===== config.mk =====
export PLATFORM = sky130hd
export DESIGN_NAME = line_clear
export DESIGN_NICKNAME = d
export VERILOG_FILES = /design/src/rtl/line_clear.sv
export SDC_FILE = /design/constraint.sdc
export NUM_CORES = 2
export LEC_CHECK = 0
export BUFFER_PORTS_ARGS = -buffer_cell sky130_fd_sc_hd__buf_2
export CORE_AREA = 2 2 508 510
export CTS_CLUSTER_SIZE = 20
export DETAILED_ROUTE_END_ITERATION = 7
export DIE_AREA = 0 0 510 512
export SLEW_MARGIN = 10
export SYNTH_ARGS = -nofsm -noshare
export SYNTH_HDL_FRONTEND = slang
export SYNTH_SLANG_ARGS = --single-unit

===== constraint.sdc =====
create_clock -name clk -period 6.75 [get_ports clk]
set_input_delay 0.675 -clock clk [delete_from_list [all_inputs] [get_ports clk]]
set_output_delay 0.675 -clock clk [all_outputs]
set_load 0.05 [all_outputs]

===== src/rtl/line_clear.sv =====
// line_clear: removes full rows from a locked Tetris playfield, compacts the
// rows above downward and reports the cleared-row count (optional score).
// Ports:
//   clk      - system clock
//   nRst_i   - synchronous active-low reset
//   start_i  - 1-cycle request, accepted only while idle
//   grid_i   - playfield snapshot [ROWS-1:0][COLS-1:0][CW-1:0], row 0 = top
//   busy_o   - high while an operation is in progress (state != IDLE)
//   done_o   - 1-cycle pulse; grid_o/lines_o hold the result
//   grid_o   - working buffer, final result from done_o until next start
//   lines_o  - rows cleared by the last operation
//   score_o  - accumulated score, present only with LINE_CLEAR_SCORE_EN
// Build option: define LINE_CLEAR_SCORE_EN to generate the score counter;
// otherwise score_o is tied to zero.
module line_clear #(
    parameter int ROWS = 21,
    parameter int COLS = 10,
    parameter int CW   = 3
) (
    input  logic                                 clk,
    input  logic                                 nRst_i,
    input  logic                                 start_i,
    input  logic [ROWS-1:0][COLS-1:0][CW-1:0]    grid_i,
    output logic                                 busy_o,
    output logic                                 done_o,
    output logic [ROWS-1:0][COLS-1:0][CW-1:0]    grid_o,
    output logic [4:0]                           lines_o,
    output logic [15:0]                          score_o
);

    localparam int RW = (ROWS > 1) ? $clog2(ROWS) : 1;

    typedef enum logic [1:0] {
        S_IDLE,
        S_SCAN,
        S_SHIFT,
        S_DONE
    } state_t;

    state_t                              r_state;
    logic [ROWS-1:0][COLS-1:0][CW-1:0]   r_buf;
    logic [RW-1:0]                       r_row_ptr;
    logic [4:0]                          r_cnt;
    logic [4:0]                          r_lines;
    logic                                w_row_full;

    // A row is full when every cell carries a nonzero colour.
    always_comb begin
        w_row_full = 1'b1;
        for (int c = 0; c < COLS; c++) begin
            if (r_buf[r_row_ptr][c] == '0) begin
                w_row_full = 1'b0;
            end
        end
    end

`ifdef LINE_CLEAR_SCORE_EN
    logic [15:0] r_score;
    logic [15:0] w_score_add;
    logic [16:0] w_score_sum;

    // The score is taken from the final count at the edge that enters DONE.
    always_comb begin
        w_score_add = 16'd0;
        case (r_cnt)
            5'd0:    w_score_add = 16'd0;
            5'd1:    w_score_add = 16'd40;
            5'd2:    w_score_add = 16'd100;
            5'd3:    w_score_add = 16'd300;
            default: w_score_add = 16'd1200;
        endcase
    end

    assign w_score_sum = {1'b0, r_score} + {1'b0, w_score_add};
    assign score_o     = r_score;
`else
    assign score_o     = 16'd0;
`endif

    always_ff @(posedge clk) begin
        if (!nRst_i) begin
            r_state   <= S_IDLE;
            r_buf     <= '0;
            r_row_ptr <= '0;
            r_cnt     <= '0;
            r_lines   <= '0;
`ifdef LINE_CLEAR_SCORE_EN
            r_score   <= '0;
`endif
        end else begin
            unique case (r_state)
                S_IDLE: begin
                    if (start_i) begin
                        r_buf     <= grid_i;
                        r_row_ptr <= RW'(ROWS - 1);
                        r_cnt     <= '0;
                        r_state   <= S_SCAN;
                    end
                end
                S_SCAN: begin
                    if (w_row_full) begin
                        r_cnt   <= r_cnt + 5'd1;
                        r_state <= S_SHIFT;
                    end else if (r_row_ptr == '0) begin
                        r_lines <= r_cnt;
`ifdef LINE_CLEAR_SCORE_EN
                        r_score <= w_score_sum[16] ? 16'hFFFF
                                                   : w_score_sum[15:0];
`endif
                        r_state <= S_DONE;
                    end else begin
                        r_row_ptr <= r_row_ptr - RW'(1);
                    end
                end
                S_SHIFT: begin
                    // Drop every row at or above the cleared one by one
                    // position; row_ptr stays so the new row is re-checked.
                    for (int r = 1; r < ROWS; r++) begin
                        if (r <= int'(r_row_ptr)) begin
                            r_buf[r] <= r_buf[r-1];
                        end
                    end
                    r_buf[0] <= '0;
                    r_state  <= S_SCAN;
                end
                S_DONE: begin
                    r_state <= S_IDLE;
                end
                default: begin
                    r_state <= S_IDLE;
                end
            endcase
        end
    end

    assign busy_o  = (r_state != S_IDLE);
    assign done_o  = (r_state == S_DONE);
    assign grid_o  = r_buf;
    assign lines_o = r_lines;

endmodule

After elaboration in Yosys (flattened, before gate mapping) --
Cells that the tools add are included.
Word-level totals: input port bits 633, flip-flop bits (word level) 647
Cells by class: reductions and logical operators 40, order comparisons 21, mux-type cells 45, add/sub/neg operators 2, bitwise gates (word level) 1, equality and inequality tests 28
Operators with widths (number):
- $pmux W630 S2 | 1
- $mux W30 | 21
- $mux W630 | 1
- $bmux W30 S5 | 1
- $reduce_and A3 Y1 | 22
- $ne A2 B2 Y1 const B | 24
- $le A4 B5 Y1 const A | 8
- $logic_not A3 Y1 | 10
- $le A5 B5 Y1 const A | 5
- $mux W5 | 5
- $le A3 B5 Y1 const A | 4
- $pmux W5 S2 | 2
- $le A2 B5 Y1 const A | 2
- $mux W1 | 10
- $pmux W2 S4 | 1
- $lt A5 B6 Y1 const B | 1
- $mux W2 | 3
- $reduce_bool A2 Y1 | 3
- $add A5 B1 Y5 const B | 1
- $le A1 B5 Y1 const A | 1
- $logic_not A5 Y1 | 1
- $sub A5 B1 Y5 const B | 1
- $eq A2 B2 Y1 const B | 2
- $reduce_and A2 Y1 | 2
- 5 further kinds | 5

Logic depth before layout (Yosys ltp) --
depth in word-level cells 15, mapped depth 14, gate-level depth less buffers 10

Worst setup path before layout --
Ideal clock, no wire load.
path kind reg-to-reg, from reg r_buf (netlist bit grid_o[60]), to reg r_lines[0], in the netlist lines_o[0], required time 6.678 ns, buffers on the path 0, arrival time 2.872 ns, clock period less this slack 2.943 ns, stages on the path, launching flop included 11, path slack 3.807 ns, path through dfxtp_1 or4_1 a32oi_1 nor2_1 or4_1 nand2_1 nor3_1 o2111ai_4 nor2_4 nor3b_4 mux2i_1
On the way: cells in the longest elaborated chain, start to end 15
Ends and longest elaborated chain:
- start: declaration | line 41 | logic [ROWS-1:0][COLS-1:0][CW-1:0] r_buf;
- start signal: assignment | line 94 | r_buf <= grid_i;
- start signal: indexed assignment | line 120 | r_buf[r] <= r_buf[r-1];
- $bmux W30 S5 | line 51 | if (r_buf[r_row_ptr][c] == '0) begin
- $mux W30
- $logic_not A3 Y1 | line 51
- $mux W1 (10 in series) | line 51
- $not A1 Y1 (no source line)
- $reduce_and A3 Y1 (no source line)
- end signal: assignment | line 105 | r_lines <= r_cnt;
- end: declaration | line 44 | logic [4:0] r_lines;
Every way passes these cells. The select of a mux whose other input is x is not followed. A chain may end at the register's enable or synchronous reset.

Worst setup path after layout --
from reg r_row_ptr[2], to reg r_lines[0], in the netlist lines_o[0]
On the way: cells in the longest elaborated chain, start to end 15
Ends and longest elaborated chain:
- start: declaration | line 42 | logic [RW-1:0] r_row_ptr;
- start signal: assignment | line 95 | r_row_ptr <= RW'(ROWS - 1);
- start signal: assignment | line 112 | r_row_ptr <= r_row_ptr - RW'(1);
- $bmux W30 S5 | line 51
- $mux W30 (not written as such) | line 51
- $logic_not A3 Y1 | line 51
- $mux W1 (10 in series) | line 51
- $not A1 Y1 (no source line)
- $reduce_and A3 Y1 (no source line) (*)
Mark *: on every way between the ends. The rest lies on a longest branch, timed or not. The select of a mux whose other input is x is not followed.

==> flow_summary.ini <==
[run_status]
outcome = finished clean

[clocking]
cts_setup_buffers = 0
htreeDepth = 3
clk_pin_slew_ps = 60
clk_latency_ps = 790
cts-root-buf = clkbuf_16
cts_sinks = 647
cts_hold_buffers = 0
clk_path_buf_depth = 3
cts-resized-gates = 0
cts_tree = built
cts_buffers = 90

[synth]
synth_mux_area_share_pct = 1.70
synth_compound_area_share_pct = 23.9
synth_xor_area_share_pct = 0.107
synthSimpleGateAreaFrac_pct = 29.0
synth_area_leaders = dfxtp_1, o211a_1, nand2_1
avgSynthCellArea_um2 = 7.90
ys_ff_latch = 647
synth_cell_types = 79
syn_inst = 4140
ys_top_cells_by_count = nand2_1, dfxtp_1, nand3_1
synth_top_family_by_area = simple AND/OR/NAND/NOR gates
ys.warnings.count = 0
synthArstFlopShare_pct = 0
yosys.area.top_type = dfxtp_1
yosysMostFrequentCell = nand2_1
synth.top_cell.area_share_pct = 39.6
synth_area_um2 = 32700
ys.flop_type = dfxtp_1
synth-adder-area-share_pct = 0.230
ys_seq_area_share_pct = 39.6
synth_edf_count = 0

[grt]
antenna_found_initial = 215
grt_pass1_vias = 37500
grt_usage_pct = 25.5
grt_max_degree = 166
grt_pass1_wl_um = 429000
gr-total-overflow = 0

[routing]
first_pass_iters = 6
num_vias = 40100
vias_per_cell = 4.56
ant_nets = 0
wire_per_inst_um = 39.6
routed_wl_um = 348000
initialDrtViolationCount = 4283
drc = 0

[placed_design]
place_ws_ps = 2220
portBuffers = 1269
gp_congestion = 0.968
dp_hpwl_um = 286000
place_area_um2 = 43000

[sta]
slew_violations = 0
slew_headroom_pct = 19.1
setup_ws_ps = 2130
rsz0062_at_grt = no
fin_crit_sh_pct = 68.4
fin_tns_setup_ps = 0
fmax_mhz = 217
period_needed_ps = 4620
hold_ws_ps = 159
hold_violations = 0
finalSetupViolations = 0
worst_pin_slew_ps = 1200
finClkSkew_ps = 69.8

[setup_path]
cp.arrival_ps = 5310
crit_path_start_kind = register
required_ps = 7450
crit_path_top_delay_cell = nor4_1
crit_type = register to register
worstPathMaxFanout = 49
cp_cell_sequence = buf_12, or2_1, nor3_1, nor4_1, o21ai_1, a21oi_1, a31oi_1, o2111ai_4, nor2_4, nor3b_4, mux2i_1
end_kind = register
slowest_delay_ps = 1030

[hold_path]
hold_path_class = input port to register

[die]
num_rows = 186
fp.dieH_um = 512
core_um2 = 256000
die-area_um2 = 261000
ios = 1286
start_util_pct = 12.8
die_w_um = 510

[finish]
area_delta_synth_final_pct = 42.2
nNetsFinal = 5874
final_cell_area_um2 = 46500
layout-drive-gt1-share_pct = 30.5
fin_util_pct = 18.2

[power_and_ir_drop]
peakVddDrop_uv = 247
p_leak_nw = 25.3
p_per_area_nw_per_um2 = 389

[run]
drv_cap = 0
[metal layers]
layer	wire [um]	vias to the layer above	GRT usage, %
met3	37600	687	10.5
met5	479	-	0.0185
met2	147000	2499	38.4
met4	22700	68	14.1
li1	-	17100	-
met1	140000	19800	30.5
[through the flow]
| stage | total power, W | std cells |
|---|---|---|
| after floorplan | 0.00884 | 4155 |
| final | 0.0181 | 8794 |
| after global placement | 0.0127 | 8525 |
| after detailed placement | 0.0127 | 8527 |
| after global routing | 0.0186 | 8754 |
| after CTS | 0.0182 | 8695 |
[worst paths after layout]
check / from / end / slack [ps] / cells after the start
worst min-delay path: grid_i[15] / grid_o[15] / 160 / 3
worst max-delay path: r_row_ptr[2] / lines_o[0] / 2130 / 11
worst min register to register: lines_o[0] / lines_o[0] / 460 / 2
worst max register to register: r_row_ptr[2] / lines_o[0] / 2130 / 11
[layout make-up]
type,count,area [um^2]
diodes,99,248
clock buffers,125,2580
clock inverters,43,691
fillers,29100,209000
inverters,7,27.5
multi-input cells,3088,18300
flip-flops and latches,647,13000
well taps,3384,4230
repair buffers,1401,7430
[power breakdown]
| group | total [W] | switching (W) | leakage (nW) | internal (W) |
|---|---|---|---|---|
| registers | 0.00585 | 0.00145 | 5.35 | 0.00439 |
| logic | 0.00683 | 0.00527 | 18.4 | 0.00156 |
| clock network | 0.00540 | 0.00226 | 1.59 | 0.00314 |
| total | 0.0181 | 0.00899 | 25.3 | 0.00909 |
[cells in the final DEF, fill, tap and decap left out, drive strengths merged, types with 7 or more instances in the layout]
cell | synthesis | routed
a21oi | 41 | 41
a31oi | 8 | 8
nand3 | 604 | 604
o22ai | 17 | 17
a22oi | 33 | 33
dfxtp | 647 | 647
mux2 | 8 | 8
nor2b | 45 | 45
clkbuf | 353 | 125
a211oi | 19 | 19
mux2i | 33 | 33
diode | 0 | 99
inv | 7 | 12
nand2 | 1230 | 1230
o211a | 600 | 600
or2 | 7 | 7
nor2 | 71 | 71
nand2b | 9 | 9
o211ai | 10 | 10
or3 | 11 | 11
nor3 | 96 | 96
clkinv | 0 | 23
conb | 1 | 16
buf | 60 | 1401
nor4b | 19 | 19
o21ai | 49 | 49
o221ai | 9 | 9
o31ai | 10 | 10
o32ai | 13 | 13
nor4 | 45 | 45
bufinv | 0 | 11
[state kept, by name, summed over array words and instances, names as in the netlist]
signal	count
r_row_ptr	5
r_state	2
grid_o	630
lines_o	5
r_cnt	5
[critical path: cells and delay by family (launching register included)]
family	cells	cell delay, ps
mux	1	220
simple gates	5	2430
compound gates	4	680
flops	1	810
buf+inv	1	370
[kinds of logic (layout without fill, tap and decap cells)]
family	after synthesis	in the layout
AOI/OAI and AO/OA	859	859
xor gates and xnor gates	4	4
adders and majority gates	6	6
buffers and inverters	420	1576
DFF	647	647
muxes	47	47
other	1	115
and+or+nand+nor	2156	2156
Note: power is estimated with default switching activity, not from simulation.
